File: src/rtl/dmem_arbiter.sv
// Two-port round-robin arbiter in front of a single-ported data memory.
// Each port gets a one-entry response slot; illegal or misaligned requests are answered with err and never reach memory.
module dmem_arbiter #(
  parameter int ADDR_WIDTH = 8,
  parameter int DATA_WIDTH = 32
) (
  input  logic                  clk,
  input  logic                  rst,
  input  logic                  p0_req_valid_i,
  output logic                  p0_req_ready_o,
  input  logic [ADDR_WIDTH-1:0] p0_req_addr_i,
  input  logic [DATA_WIDTH-1:0] p0_req_wdata_i,
  input  logic                  p0_req_we_i,
  input  logic [1:0]            p0_req_size_i,
  output logic                  p0_rsp_valid_o,
  input  logic                  p0_rsp_ready_i,
  output logic [DATA_WIDTH-1:0] p0_rsp_rdata_o,
  output logic                  p0_rsp_err_o,
  input  logic                  p1_req_valid_i,
  output logic                  p1_req_ready_o,
  input  logic [ADDR_WIDTH-1:0] p1_req_addr_i,
  input  logic [DATA_WIDTH-1:0] p1_req_wdata_i,
  input  logic                  p1_req_we_i,
  input  logic [1:0]            p1_req_size_i,
  output logic                  p1_rsp_valid_o,
  input  logic                  p1_rsp_ready_i,
  output logic [DATA_WIDTH-1:0] p1_rsp_rdata_o,
  output logic                  p1_rsp_err_o,
  output logic [ADDR_WIDTH-1:0] address_o,
  output logic [DATA_WIDTH-1:0] write_data_o,
  output logic                  MemWrite_o,
  output logic                  MemRead_o,
  output logic [1:0]            size_o,
  input  logic [DATA_WIDTH-1:0] data_read_i
);

  logic [1:0]            req_valid;
  logic [1:0]            req_we;
  logic [1:0]            rsp_ready;
  logic [1:0]            eligible;
  logic [1:0]            grant;
  logic [ADDR_WIDTH-1:0] req_addr  [2];
  logic [DATA_WIDTH-1:0] req_wdata [2];
  logic [1:0]            req_size  [2];

  logic                  full_reg  [2];
  logic                  err_reg   [2];
  logic [DATA_WIDTH-1:0] rdata_reg [2];
  logic                  last_grant_reg;

  logic                  win;
  logic                  any_grant;
  logic                  win_we;
  logic                  win_legal;
  logic [ADDR_WIDTH-1:0] win_addr;
  logic [DATA_WIDTH-1:0] win_wdata;
  logic [1:0]            win_size;

  assign req_valid    = {p1_req_valid_i, p0_req_valid_i};
  assign req_we       = {p1_req_we_i, p0_req_we_i};
  assign rsp_ready    = {p1_rsp_ready_i, p0_rsp_ready_i};
  assign req_addr[0]  = p0_req_addr_i;
  assign req_addr[1]  = p1_req_addr_i;
  assign req_wdata[0] = p0_req_wdata_i;
  assign req_wdata[1] = p1_req_wdata_i;
  assign req_size[0]  = p0_req_size_i;
  assign req_size[1]  = p1_req_size_i;

  // Only eligible ports compete, so a blocked port never burns the round-robin turn.
  always_comb begin
    grant = 2'b00;
    if (!rst) begin
      if (eligible == 2'b11) grant = last_grant_reg ? 2'b01 : 2'b10;
      else                   grant = eligible;
    end
  end

  assign win       = grant[1];
  assign any_grant = |grant;
  assign win_we    = req_we[win];
  assign win_addr  = req_addr[win];
  assign win_wdata = req_wdata[win];
  assign win_size  = req_size[win];

  always_comb begin
    win_legal = 1'b0;
    case (win_size)
      2'b00:   win_legal = 1'b1;
      2'b01:   win_legal = !win_addr[0];
      2'b10:   win_legal = (win_addr[1:0] == 2'b00);
      default: win_legal = 1'b0;
    endcase
  end

  assign address_o    = any_grant ? win_addr  : '0;
  assign write_data_o = any_grant ? win_wdata : '0;
  assign size_o       = any_grant ? win_size  : 2'b00;
  assign MemWrite_o   = any_grant && win_legal && win_we;
  assign MemRead_o    = any_grant && win_legal && !win_we;

  generate
    for (genvar gi = 0; gi < 2; gi++) begin : g_slot
      // A full slot can still accept when it is being drained this same cycle.
      assign eligible[gi] = req_valid[gi] && (!full_reg[gi] || rsp_ready[gi]);

      always_ff @(posedge clk) begin
        if (rst) begin
          full_reg[gi]  <= 1'b0;
          err_reg[gi]   <= 1'b0;
          rdata_reg[gi] <= '0;
        end else if (grant[gi]) begin
          full_reg[gi]  <= 1'b1;
          err_reg[gi]   <= !win_legal;
          rdata_reg[gi] <= (win_legal && !win_we) ? data_read_i : '0;
        end else if (rsp_ready[gi]) begin
          full_reg[gi]  <= 1'b0;
        end
      end
    end
  endgenerate

  always_ff @(posedge clk) begin
    if (rst)            last_grant_reg <= 1'b1;
    else if (any_grant) last_grant_reg <= win;
  end

  assign p0_req_ready_o = grant[0];
  assign p1_req_ready_o = grant[1];
  assign p0_rsp_valid_o = full_reg[0];
  assign p1_rsp_valid_o = full_reg[1];
  assign p0_rsp_rdata_o = rdata_reg[0];
  assign p1_rsp_rdata_o = rdata_reg[1];
  assign p0_rsp_err_o   = err_reg[0];
  assign p1_rsp_err_o   = err_reg[1];

endmodule
File: config.mk
export PLATFORM = sky130hd
export DESIGN_NAME = dmem_arbiter
export DESIGN_NICKNAME = d
export VERILOG_FILES = /design/src/rtl/dmem_arbiter.sv
export SDC_FILE = /design/constraint.sdc
export NUM_CORES = 1
export LEC_CHECK = 0
export ABC_CLOCK_PERIOD_IN_PS = 3800
export CAP_MARGIN = 20
export CORE_AREA = 10 10 104 106
export DETAILED_ROUTE_END_ITERATION = 10
export DIE_AREA = 0 0 114 116
export PLACE_DENSITY = 0.88
export SETUP_SLACK_MARGIN = 0.02
export SLEW_MARGIN = 30
export SYNTH_ARGS = -nofsm -noshare
export SYNTH_HDL_FRONTEND = slang
export SYNTH_SLANG_ARGS = --single-unit
File: constraint.sdc
create_clock -name clk -period 3.8 [get_ports clk]
set_clock_uncertainty 0.15 [all_clocks]
set_input_delay 0.57 -clock clk [delete_from_list [all_inputs] [get_ports clk]]
set_output_delay 0.57 -clock clk [all_outputs]
set_load 0.01 [all_outputs]
==> results.txt <==
port bufs -> 237
1st-iter DRT viols -> 153
wire length per cell -> 22.0 um
Yosys reg bits -> 69
Crit. End Element -> output pin
CP delay by family, top -> buffers and inverters
status -> finished clean
vias in the first global route -> 3130
CTS root buf -> clkbuf_8
min cycle time layout -> 3.49 ns
CP peak stage delay -> 0.56 ns
via count -> 2847
first-pass GRT wire length -> 18700 um
CP Launch Type -> input pin
final wirelength -> 12800 um
WP buf/inv -> 3
largest net degree at the start of global routing -> 44
Crit Reg-Reg Startpoint -> full_reg[1]$_SDFFCE_PN0P_
clock latency on the worst-skew pair -> 0.32 ns
die area -> 13200 um2
Tot GR Track Use -> 18.4%
most common cell after layout, fill and taps aside -> clkdlybuf4s50_1
crit-path cells -> clkdlybuf4s50_1, nor2b_1, o311ai_2, nor2_2, buf_4, a22o_1, clkdlybuf4s50_1
WP data arrival -> 2.77 ns
CP Max Fanout -> 25
max FFs per register -> 64
Max-cap violations -> 0
First-pass DRT Iterations -> 4
multi-input logic area -> 983 um2
Hold Fails Final Rpt -> 0
Sinks on Clock Net -> 69
share of layout cells above drive strength 1 -> 7.20%
die width -> 114 um
fill count -> 654
Cells on Worst Hold Path -> 1
Synth Warn # -> 0
Synth top area share -> 65.1%
antenna violations before repair -> 0
cell taking the most area after synthesis -> edfxtp_1
Post-DRT Antenna Nets -> 0
RSZ-0062 raised after global routing -> no
DRC viols -> 0
PD cells -> 349 nW/um2
most frequent cells in the layout -> 237 x clkdlybuf4s50_1, 68 x edfxtp_1, 64 x and2_1
maximum vdd drop -> 212 uV
final total power -> 0.00205 W
grt ovf -> 0
Netlist cell types -> 27
Seq/Total Area, Yosys -> 65.8%
Setup TNS -> 0 ns
Clock transition at path regs -> 0.07 ns
Final #Nets -> 591
post-CTS sizing -> 0
Netlist Area Pre-Place -> 3130 um2
H-tree depth -> 3
FF-to-FF path depth -> 5
Synth area leaders -> edfxtp_1 65%, and2_1 13%, a22o_1 12%
fraction of the cycle the final worst path needs -> 91.9%
CTS max path bufs -> 2
highest clock rate -> 286 MHz
Setup CP Type -> in2out
dpl hpwl -> 10600 um
Setup Buffers After CTS -> 0
slowest library cell on the worst path -> clkdlybuf4s50_1
Num CTS Buffers -> 9
syn avg cell area -> 14.1 um2
worst-margin pin slew -> 0.366 ns
Die Height -> 116 um
Initial Util -> 36.1%
Syn Inst Count -> 223
GPL Wtd Cong -> 0.826
Hold/Removal Path Class -> reg2reg
Slew HR -> 75.5%
CORE AREA -> 8680 um2
Hold Startpoint -> last_grant_reg$_SDFFE_PP1N_
leakage power -> 2.24 nW
WHS Endpoint -> last_grant_reg$_SDFFE_PP1N_
num ports -> 238
# rows -> 34
Register Area -> 2060 um2
# diodes -> 0
Area Overhead vs Synth -> 87.7%
via/cell ratio -> 4.91
Required @ worst endpoint -> 3.08 ns
Worst R2R Setup Slack -> 1.72 ns
Max Transition Viols Final -> 0
# setup viols final -> 0
syn nets -> 347
Worst R2R End -> rdata_reg[1][19]$_SDFFCE_PN0P_
most frequent CP cell -> clkdlybuf4s50_1
TritonCTS clock tree -> yes
cts hold-fix bufs -> 0
## cell type report
| cell class | count | area share [%] |
|---|---|---|
| Tap cell | 108 | 2.30 |
| Sequential cell | 69 | 35.0 |
| Timing Repair Buffer | 248 | 41.9 |
| Clock buffer | 9 | 2.11 |
| Clock inverter | 7 | 1.66 |
| Multi-Input combinational cell | 135 | 16.7 |
| Inverter | 4 | 0.255 |
## worst max-delay path by stage
stage,from,to,cells after the start,slack [ns]
after floorplan,p1_req_valid_i,full_reg[0]$_SDFFCE_PP0P_,4,1.23
after global placement,p0_rsp_ready_i,address_o[6],7,0.35
after detailed placement,p0_rsp_ready_i,address_o[6],7,0.33
after CTS,p1_rsp_ready_i,address_o[6],7,0.32
after global routing,p1_rsp_ready_i,address_o[6],7,0.18
final,p1_rsp_ready_i,address_o[6],7,0.31
## metal layers
metal	track usage, %	share of wire (%)	vias up
li1	-	-	1323
met1	18.5	33	1377
met2	33.5	54	135
met3	8.48	11	12
met4	4.93	1.4	0
met5	0	0	-
## synth_stat cells, drive strengths merged
library cell   n
buf            8
nand3          1
o21ai          1
a22o          42
dfxtp          1
edfxtp        68
or2            2
a21o           1
o311ai         1
clkbuf         7
nor2b          1
nor3           3
a311o          1
and2          64
nand2b         1
nor2           6
or3            1
inv            4
a311oi         1
a21boi         1
nor4           2
a32o           1
nand2          3
a21oi          2
## worst reg2reg max path, stage by stage, from the launching register on
cell      delay [ns]
edfxtp_1        0.40
nor2b_1         0.19
a311o_1         0.43
nor4_4          0.26
buf_4           0.32
and2_1          0.20
## power breakdown
group	switching [W]	internal [W]	total (W)	leakage, nW
logic	0.000190	0.000300	0.000490	1.39
clock network	0.000277	0.000372	0.000649	0.107
registers	0.0000181	0.000893	0.000911	0.747
## stage by stage
| step | util (%) | cell area [um2] | std cells | worst slack (ns) | hold slack (ns) |
|---|---|---|---|---|---|
| floorplan | - | 3130 | 223 | 1.23 | 0.343 |
| global placement | 65.3 | 5660 | 564 | 0.350 | 0.360 |
| detailed placement | 65.3 | 5660 | 564 | 0.327 | 0.389 |
| CTS | 67.8 | 5880 | 580 | 0.317 | 0.407 |
| global route | 67.8 | 5880 | 580 | 0.184 | 0.423 |
| finish | 67.8 | 5880 | 580 | 0.308 | 0.407 |
## cells by family (layout without fill, tap and decap cells)
group / count (synthesis) / count (layout) / synth area share, %
flops: 69 / 69 / 65.8
buf+inv: 19 / 268 / 3.19
simple gates: 84 / 84 / 16.9
compound gates: 51 / 51 / 14.1
(Power assumes the default switching activity.)
